File: src/rtl/iq_channel_arbiter.sv
// Round-robin burst arbiter sharing one I/Q truncating quantizer between two
// streaming sources; output is a single registered valid/ready stage.
module iq_channel_arbiter #(
  parameter int DATA_WIDTH     = 16,
  parameter int QUANTIZE_WIDTH = 10,
  parameter int BURST_LEN      = 64
) (
  input  logic                        clock,
  input  logic                        reset,
  input  logic                        s0_valid,
  input  logic [2*DATA_WIDTH-1:0]     s0_data,
  output logic                        s0_ready,
  input  logic                        s1_valid,
  input  logic [2*DATA_WIDTH-1:0]     s1_data,
  output logic                        s1_ready,
  output logic                        m_valid,
  input  logic                        m_ready,
  output logic [QUANTIZE_WIDTH-1:0]   m_i,
  output logic [QUANTIZE_WIDTH-1:0]   m_q,
  output logic                        m_chan,
  output logic                        m_last,
  output logic                        busy,
  output logic [1:0]                  fsm_state
);

  localparam int CW    = $clog2(BURST_LEN) + 1;
  localparam int SHIFT = DATA_WIDTH - QUANTIZE_WIDTH;
  localparam logic [CW-1:0] LAST_IDX = CW'(BURST_LEN - 1);

  typedef enum logic [1:0] {
    IDLE   = 2'd0,
    GRANT0 = 2'd1,
    GRANT1 = 2'd2
  } state_t;

  state_t                  state;
  state_t                  state_d;
  logic                    last_chan;
  logic [CW-1:0]           count;
  logic                    out_free;
  logic                    accept;
  logic                    burst_done;
  logic [2*DATA_WIDTH-1:0] sel_data;
  logic [QUANTIZE_WIDTH-1:0] q_i;
  logic [QUANTIZE_WIDTH-1:0] q_q;

  // Handshakes: a word moves when valid && ready at a rising edge; ready never
  // looks at valid, and valid/data are held by the sender until accepted.
  assign accept     = (state == GRANT0 && s0_valid && s0_ready) ||
                      (state == GRANT1 && s1_valid && s1_ready);
  assign burst_done = accept && (count == LAST_IDX);
  assign sel_data   = (state == GRANT1) ? s1_data : s0_data;
  assign q_i        = QUANTIZE_WIDTH'(sel_data[2*DATA_WIDTH-1:DATA_WIDTH] >> SHIFT);
  assign q_q        = QUANTIZE_WIDTH'(sel_data[DATA_WIDTH-1:0] >> SHIFT);

  always_ff @(posedge clock) begin
    if (!reset) state <= IDLE;
    else        state <= state_d;
  end

  always_comb begin
    state_d = state;
    case (state)
      IDLE: begin
        // The channel not served last wins a tie.
        if (s0_valid && s1_valid) state_d = last_chan ? GRANT0 : GRANT1;
        else if (s0_valid)        state_d = GRANT0;
        else if (s1_valid)        state_d = GRANT1;
      end
      GRANT0, GRANT1: if (burst_done) state_d = IDLE;
      default: state_d = IDLE;
    endcase
  end

  always_comb begin
    out_free  = !m_valid || m_ready;
    s0_ready  = (state == GRANT0) && out_free;
    s1_ready  = (state == GRANT1) && out_free;
    busy      = (state != IDLE) || m_valid;
    fsm_state = state;
  end

  always_ff @(posedge clock) begin
    if (!reset) begin
      count     <= '0;
      last_chan <= 1'b1;
    end else if (accept) begin
      if (burst_done) begin
        count     <= '0;
        last_chan <= (state == GRANT1);
      end else begin
        count <= count + CW'(1);
      end
    end
  end

  always_ff @(posedge clock) begin
    if (!reset) begin
      m_valid <= 1'b0;
      m_i     <= '0;
      m_q     <= '0;
      m_chan  <= 1'b0;
      m_last  <= 1'b0;
    end else if (accept) begin
      m_valid <= 1'b1;
      m_i     <= q_i;
      m_q     <= q_q;
      m_chan  <= (state == GRANT1);
      m_last  <= (count == LAST_IDX);
    end else if (m_ready) begin
      m_valid <= 1'b0;
    end
  end

endmodule

File: config.mk
export PLATFORM = sky130hd
export DESIGN_NAME = iq_channel_arbiter
export DESIGN_NICKNAME = d
export VERILOG_FILES = /design/src/rtl/iq_channel_arbiter.sv
export SDC_FILE = /design/constraint.sdc
export NUM_CORES = 1
export LEC_CHECK = 0
export ABC_CLOCK_PERIOD_IN_PS = 5450
export BUFFER_PORTS_ARGS = -buffer_cell sky130_fd_sc_hd__buf_2
export CELL_PAD_IN_SITES_DETAIL_PLACEMENT = 1
export CELL_PAD_IN_SITES_GLOBAL_PLACEMENT = 1
export CORE_MARGIN = 2
export CORE_UTILIZATION = 33
export CTS_BUF_LIST = sky130_fd_sc_hd__clkbuf_4
export DETAILED_ROUTE_END_ITERATION = 12
export GPL_TIMING_DRIVEN = 0
export MAX_ROUTING_LAYER = met4
export PLACE_DENSITY_LB_ADDON = 0.1
export SLEW_MARGIN = 10
export SYNTH_ARGS = -nofsm -noshare
export SYNTH_HDL_FRONTEND = slang
export SYNTH_SLANG_ARGS = --single-unit
File: constraint.sdc
create_clock -name clock -period 5.45 [get_ports clock]
set_clock_uncertainty 0.05 [all_clocks]
set_input_delay 0.8175 -clock clock [delete_from_list [all_inputs] [get_ports clock]]
set_output_delay 0.8175 -clock clock [all_outputs]
set_load 0.05 [all_outputs]
==> out/qor.yml, run 1 <==
place:
  placed_cell_area_um2: 2000
  place_ws_ns: 2.64
  gp_routability_congestion: 0.765
  place_hpwl_um: 3170
  port_buffers: 72
critical_path:
  timing.rr.start: "fsm_state[0]"
  crit_path_start: "fsm_state[0]"
  critPathArrivalTime_ns: 2.27
  crit_required_ns: 4.58
  setup.worst_path.start_class: "flip-flop"
  criticalPathCategory: "reg2out"
  cp-end-kind: "output port"
  path_max_fanout: 10
clock_tree:
  cts_setup_buffers: 0
  root_buffer: "clkbuf_4"
  cts.clk_slew.worst_paths_ns: 0.11
  cts_tree: "done"
  clock-sinks: 33
  clock_path_buffers: 2
  hold_buffers: 0
  cts_buffers: 5
  clock_latency_ns: 0.33
  cts_resized: 0
  cts_max_level: 2
global_routing:
  grt_use_total_pct: 16.7
  first_global_vias: 1416
  grt_max_degree: 11
  grt.met1_usage_pct: 21.5
  grt-busiest-layer: "met2"
  antenna_found_initial: 0
  met2_usage_pct: 25.1
  grt.overflow.total: 0
  grt_pass1_wl_um: 6600
  use_met3_pct: 6.22
sta:
  tns_ns: 0
  relSlewSlack_pct: 50.1
  hold_viol_final: 0
  setup_viol: 0
  fin_crit_sh_pct: 57.6
  layout_min_cycle_time_ns: 3.14
  fmax_ghz: 0.319
  setup_slack_ns: 2.31
  maxSlewViolCount: 0
  tightestPinTransition_ns: 0.749
  rsz0062_at_grt: "false"
min_path:
  min_path_type: "reg2reg"
  hold_start: "m_last"
floorplan:
  die_height_um: 73.0
  initial_utilization_pct: 33.7
  rows: 25
  die_w_um: 73.0
  core-area_um2: 4660
  dieArea_um2: 5320
  ios: 97
final_layout:
  ff_latch_area_um2: 661
  final_common_cell: "buf_2"
  final_cell_mix: "75 x buf_2, 33 x dfxtp_1, 23 x mux2i_1"
  multiInputGateArea_um2: 830
  final_nets: 316
  antennaDiodeCount: 0
  drive_gt1_share_pct: 34.8
  fillers: 583
  final_util_pct: 43.9
  area_growth_pct: 30.5
  fin_area_um2: 2050
detailed_routing:
  ant_nets: 0
  drt_iter0_markers: 52
  drc_errors: 0
  wl_per_cell_um: 13.7
  num_vias: 1462
  vias_per_cell: 4.91
  dr.pass1.iters: 4
  routed_wl_um: 4080
yosys:
  yosysWarnings: 0
  ys_seq_elements: 33
  synth_area_per_cell_um2: 9.57
  synth_fp_nets: 237
  async_reset_ff_share_pct: 0
  ys_seq_area_share_pct: 42.1
  synth_area_um2: 1570
  synth_ff_type: "dfxtp_1"
  postSynthCellCount: 164
  synth_cell_types: 31
  synth_edf_count: 0
outcome:
  status: "completed"
pwr:
  vdd_drop_max_mv: 0.186
  p_per_area_nw_per_um2: 578
  p_leak_uw: 0.00100
run:
  maxCapViolations: 0
-- critical path, stage by stage (launching register included) --
cell and delay (ns):
dfxtp_1 0.35, inv_1 0.09, ha_1 0.14, buf_2 0.16
clkbuf_1 0.58, inv_1 0.21, nor2_1 0.13, buf_2 0.27
-- power breakdown --
part / internal (uW) / switching (uW) / total, uW
sequential: 307 / 36.2 / 343
clock: 46.7 / 84.4 / 131
combinational: 212 / 496 / 708
-- synthesized netlist by cell type (3+ instances only) --
cell type / number / area (um^2)
xnor2_1: 5 / 43.8
mux2i_1: 23 / 230
ha_1: 4 / 50.1
a211oi_1: 10 / 75.1
nor2_1: 17 / 63.8
nand2_1: 15 / 56.3
clkbuf_1: 8 / 30.0
buf_2: 3 / 15.0
inv_1: 6 / 22.5
o211a_1: 11 / 110
dfxtp_1: 33 / 661
nand3_1: 3 / 15.0
-- registers in the layout, indices dropped and copies added, names as in the netlist --
register / cells
m_i: 10
m_q: 10
count: 7
fsm_state: 2
last_chan: 1
m_chan: 1
m_last: 1
m_valid: 1
-- metrics by stage --
stage	instances	hold slack, ns	power, uW
2_1_floorplan	164	0.433	897
3_3_place_gp	290	0.413	1060
3_5_place_dp	290	0.425	1070
4_1_cts	298	0.439	1200
5_1_grt	298	0.474	1270
6_report	298	0.432	1180
-- worst paths after layout --
kind | end | slack (ns) | depth (start not counted)
hold / removal | m_last | 0.43 | 2
hold reg to reg | m_last | 0.43 | 2
setup reg to reg | m_q[2] | 3.33 | 8
setup / recovery | s1_ready | 2.31 | 7
-- area by class of cell --
cell class,instances,share of cell area (%)
clock inverter,3,0.611
tap,54,3.30
multi-input combinational,113,40.5
inverter,6,1.10
sequential,33,32.3
clock buffer,5,1.83
timing repair buffer,72,17.6
buffer,12,2.75
-- per-layer routing --
layer	routed length (um)	vias up
met2	1900	42
met3	214	5
met1	1920	676
li1	-	739
met5	0	-
met4	44	0
-- kinds of logic after synthesis --
group | count (synthesis) | synth area share (%)
AND/OR/NAND/NOR | 48 | 14.5
AO/OA/AOI/OAI | 33 | 17.7
flip-flops | 33 | 42.1
multiplexers | 23 | 14.7
buffers and inverters | 18 | 5.02
XOR/XNOR | 5 | 2.79
adder cells (fa/ha/maj) | 4 | 3.19
Power figures use the tool's default switching activity.
==> inputs of run 2 (changes only) <==
ABC_CLOCK_PERIOD_IN_PS = 2900   (was 5450)
CORE_UTILIZATION = 31   (was 33)
clock period = 2.9 ns   (was 5.45 ns; I/O delays follow)
==> out/qor.yml, run 2 (synthesis results as in run 1) <==
final_layout:
  final_common_cell: "buf_2"
  antennaDiodeCount: 0  # unchanged
  drive_gt1_share_pct: 35.8  # +0.97 points
  fin_area_um2: 2060  # +0.86%
  top_regs: "m_i: 10 flops, m_q: 10 flops, count: 7 flops"
  final_nets: 315  # -0.32%
  final_cell_mix: "75 x buf_2, 33 x dfxtp_1, 23 x mux2i_1"
  area_growth_pct: 31.6
sta:
  tightestPinTransition_ns: 0.733  # -0.0159 ns
  hold_viol_final: 0  # unchanged
  fmax_ghz: 0.418
  maxSlewViolCount: 0  # unchanged
  tns_ns: 0  # unchanged
  layout_min_cycle_time_ns: 2.40
  fin_crit_sh_pct: 82.6
  relSlewSlack_pct: 51.1  # +1.1 points
  holdWs_ns: 0.311  # -0.122 ns
  setup_slack_ns: 0.505  # -1.81 ns
  setup_viol: 0  # unchanged
  rsz0062_at_grt: "false"
global_routing:
  antenna_found_initial: 0  # unchanged
  grt.overflow.total: 0  # unchanged
  use_met3_pct: 3.61  # -2.6 points
  grt_use_total_pct: 16.1  # -0.55 points
  met2_usage_pct: 25.4  # +0.39 points
  grt_pass1_wl_um: 6760  # +2.5%
  grt-busiest-layer: "met2"
  grt_max_degree: 12  # +1
  grt.met1_usage_pct: 20.8  # -0.70 points
  first_global_vias: 1474  # +4.1%
min_path:
  worstHoldEndpoint: "m_chan"
  min_path_type: "in2reg"
  hold_start: "s0_valid"
  hold-path-cell-count: 2  # unchanged
clock_tree:
  root_buffer: "clkbuf_4"
  cts_tree: "done"
  cts.clk_slew.worst_paths_ns: 0.11  # about the same
  cts_setup_buffers: 0  # unchanged
  clock_latency_ns: 0.32  # about the same
  clock-sinks: 33  # unchanged
  clock_path_buffers: 2  # unchanged
  cts_max_level: 2  # unchanged
  cts_resized: 0  # unchanged
  cts_buffers: 5  # unchanged
place:
  place_ws_ns: 0.520  # -2.12 ns
  gp_routability_congestion: 0.787  # +2.9%
  placed_cell_area_um2: 2010  # +0.81%
  port_buffers: 72  # unchanged
  place_hpwl_um: 3160  # -0.27%
outcome:
  status: "completed"
critical_path:
  path_max_fanout: 13  # +3
  timing.rr.start: "fsm_state[0]"
  slowest_stage: "clkbuf_1"
  ff2ff_path_depth: 8  # unchanged
  setup.worst_path.start_class: "flip-flop"
  cp-end-kind: "flip-flop"
  worstPathCellList: "inv_1 -> ha_1 -> buf_2 -> a22oi_2 -> nor2_1 -> clkbuf_1 -> nand2_1 -> o211a_1"
  critPathMaxStageDelay_ns: 0.42  # -0.16 ns
  criticalPathCategory: "reg2reg"
  r2r-end: "m_i[7]"
  critPathArrivalTime_ns: 2.56  # +0.29 ns
  ff2ff_setup_slack_ns: 0.50  # -2.83 ns
  crit_required_ns: 3.07  # -1.51 ns
detailed_routing:
  ant_nets: 0  # unchanged
  vias_per_cell: 4.70  # -4.1%
  routed_wl_um: 4060  # -0.54%
  drc_errors: 0  # unchanged
  dr.pass1.iters: 4  # unchanged
  num_vias: 1458  # -0.27%
  drt_iter0_markers: 39  # -25%
  wl_per_cell_um: 13.1  # -4.4%
pwr:
  vdd_drop_max_mv: 0.403  # +120%
  p_leak_uw: 0.00100  # about the same
  power_uw: 2220  # +88%
  p_per_area_nw_per_um2: 1070  # +86%
floorplan:
  rows: 25  # unchanged
  initial_utilization_pct: 32.6  # -1.1 points
  die_w_um: 75.1  # +3.0%
  dieArea_um2: 5650  # +6.1%
  ios: 97  # unchanged
  core-area_um2: 4820  # +3.4%
  die_height_um: 75.1  # +3.0%
run:
  maxCapViolations: 0  # unchanged
run 2: final cells by class:
cell class | count | area [um^2]
Timing Repair Buffer | 72 | 360
Clock inverter | 3 | 17.5
Buffer | 11 | 52.6
Inverter | 6 | 22.5
Tap cell | 67 | 83.8
Fill cell | 616 | 2750
Sequential cell | 33 | 661
Clock buffer | 5 | 37.5
Multi-Input combinational cell | 113 | 830
run 2: repair_timing:
| item | CTS | global route |
|---|---|---|
| endpoints found under the setup margin | 0 | 1 |
| endpoints found under the hold margin | 0 | 0 |
| hold buffers | 0 | 0 |
run 2: critical path: cells and delay by family (launching register included):
kind            cells  cell delay [ns]
fa+ha+maj           1             0.14
simple gates        2             0.52
compound gates      2             0.37
flops               1             0.35
buf+inv             3             0.86
run 2: report_power, final:
group / internal (uW) / switching, uW
logic: 395 / 925
registers: 577 / 69.7
clock network: 91.5 / 161
run 2: worst max path at each step:
stage,start,endpoint,slack (ns),cells past startpoint
4_1_cts,fsm_state[0],s1_ready,0.13,7
3_5_place_dp,fsm_state[0],s1_ready,0.52,7
6_report,fsm_state[0],m_i[7],0.50,8
5_1_grt,fsm_state[0],m_q[5],0.17,8
3_3_place_gp,fsm_state[0],s1_ready,0.53,7
2_1_floorplan,fsm_state[1],s1_ready,0.15,5
run 2: per-stage QoR:
stage / util [%] / instances
after floorplan: - / 164
after global placement: 41.8 / 303
after detailed placement: 41.8 / 303
after CTS: 42.9 / 311
after global routing: 42.9 / 310
final: 42.9 / 310
run 2: metal layers:
metal	up-vias	share of wire [%]	wire length, um
met2	40	46	1870
li1	739	-	-
met3	4	4.8	193
met4	0	1.1	46
met1	675	48	1950
met5	-	0	0
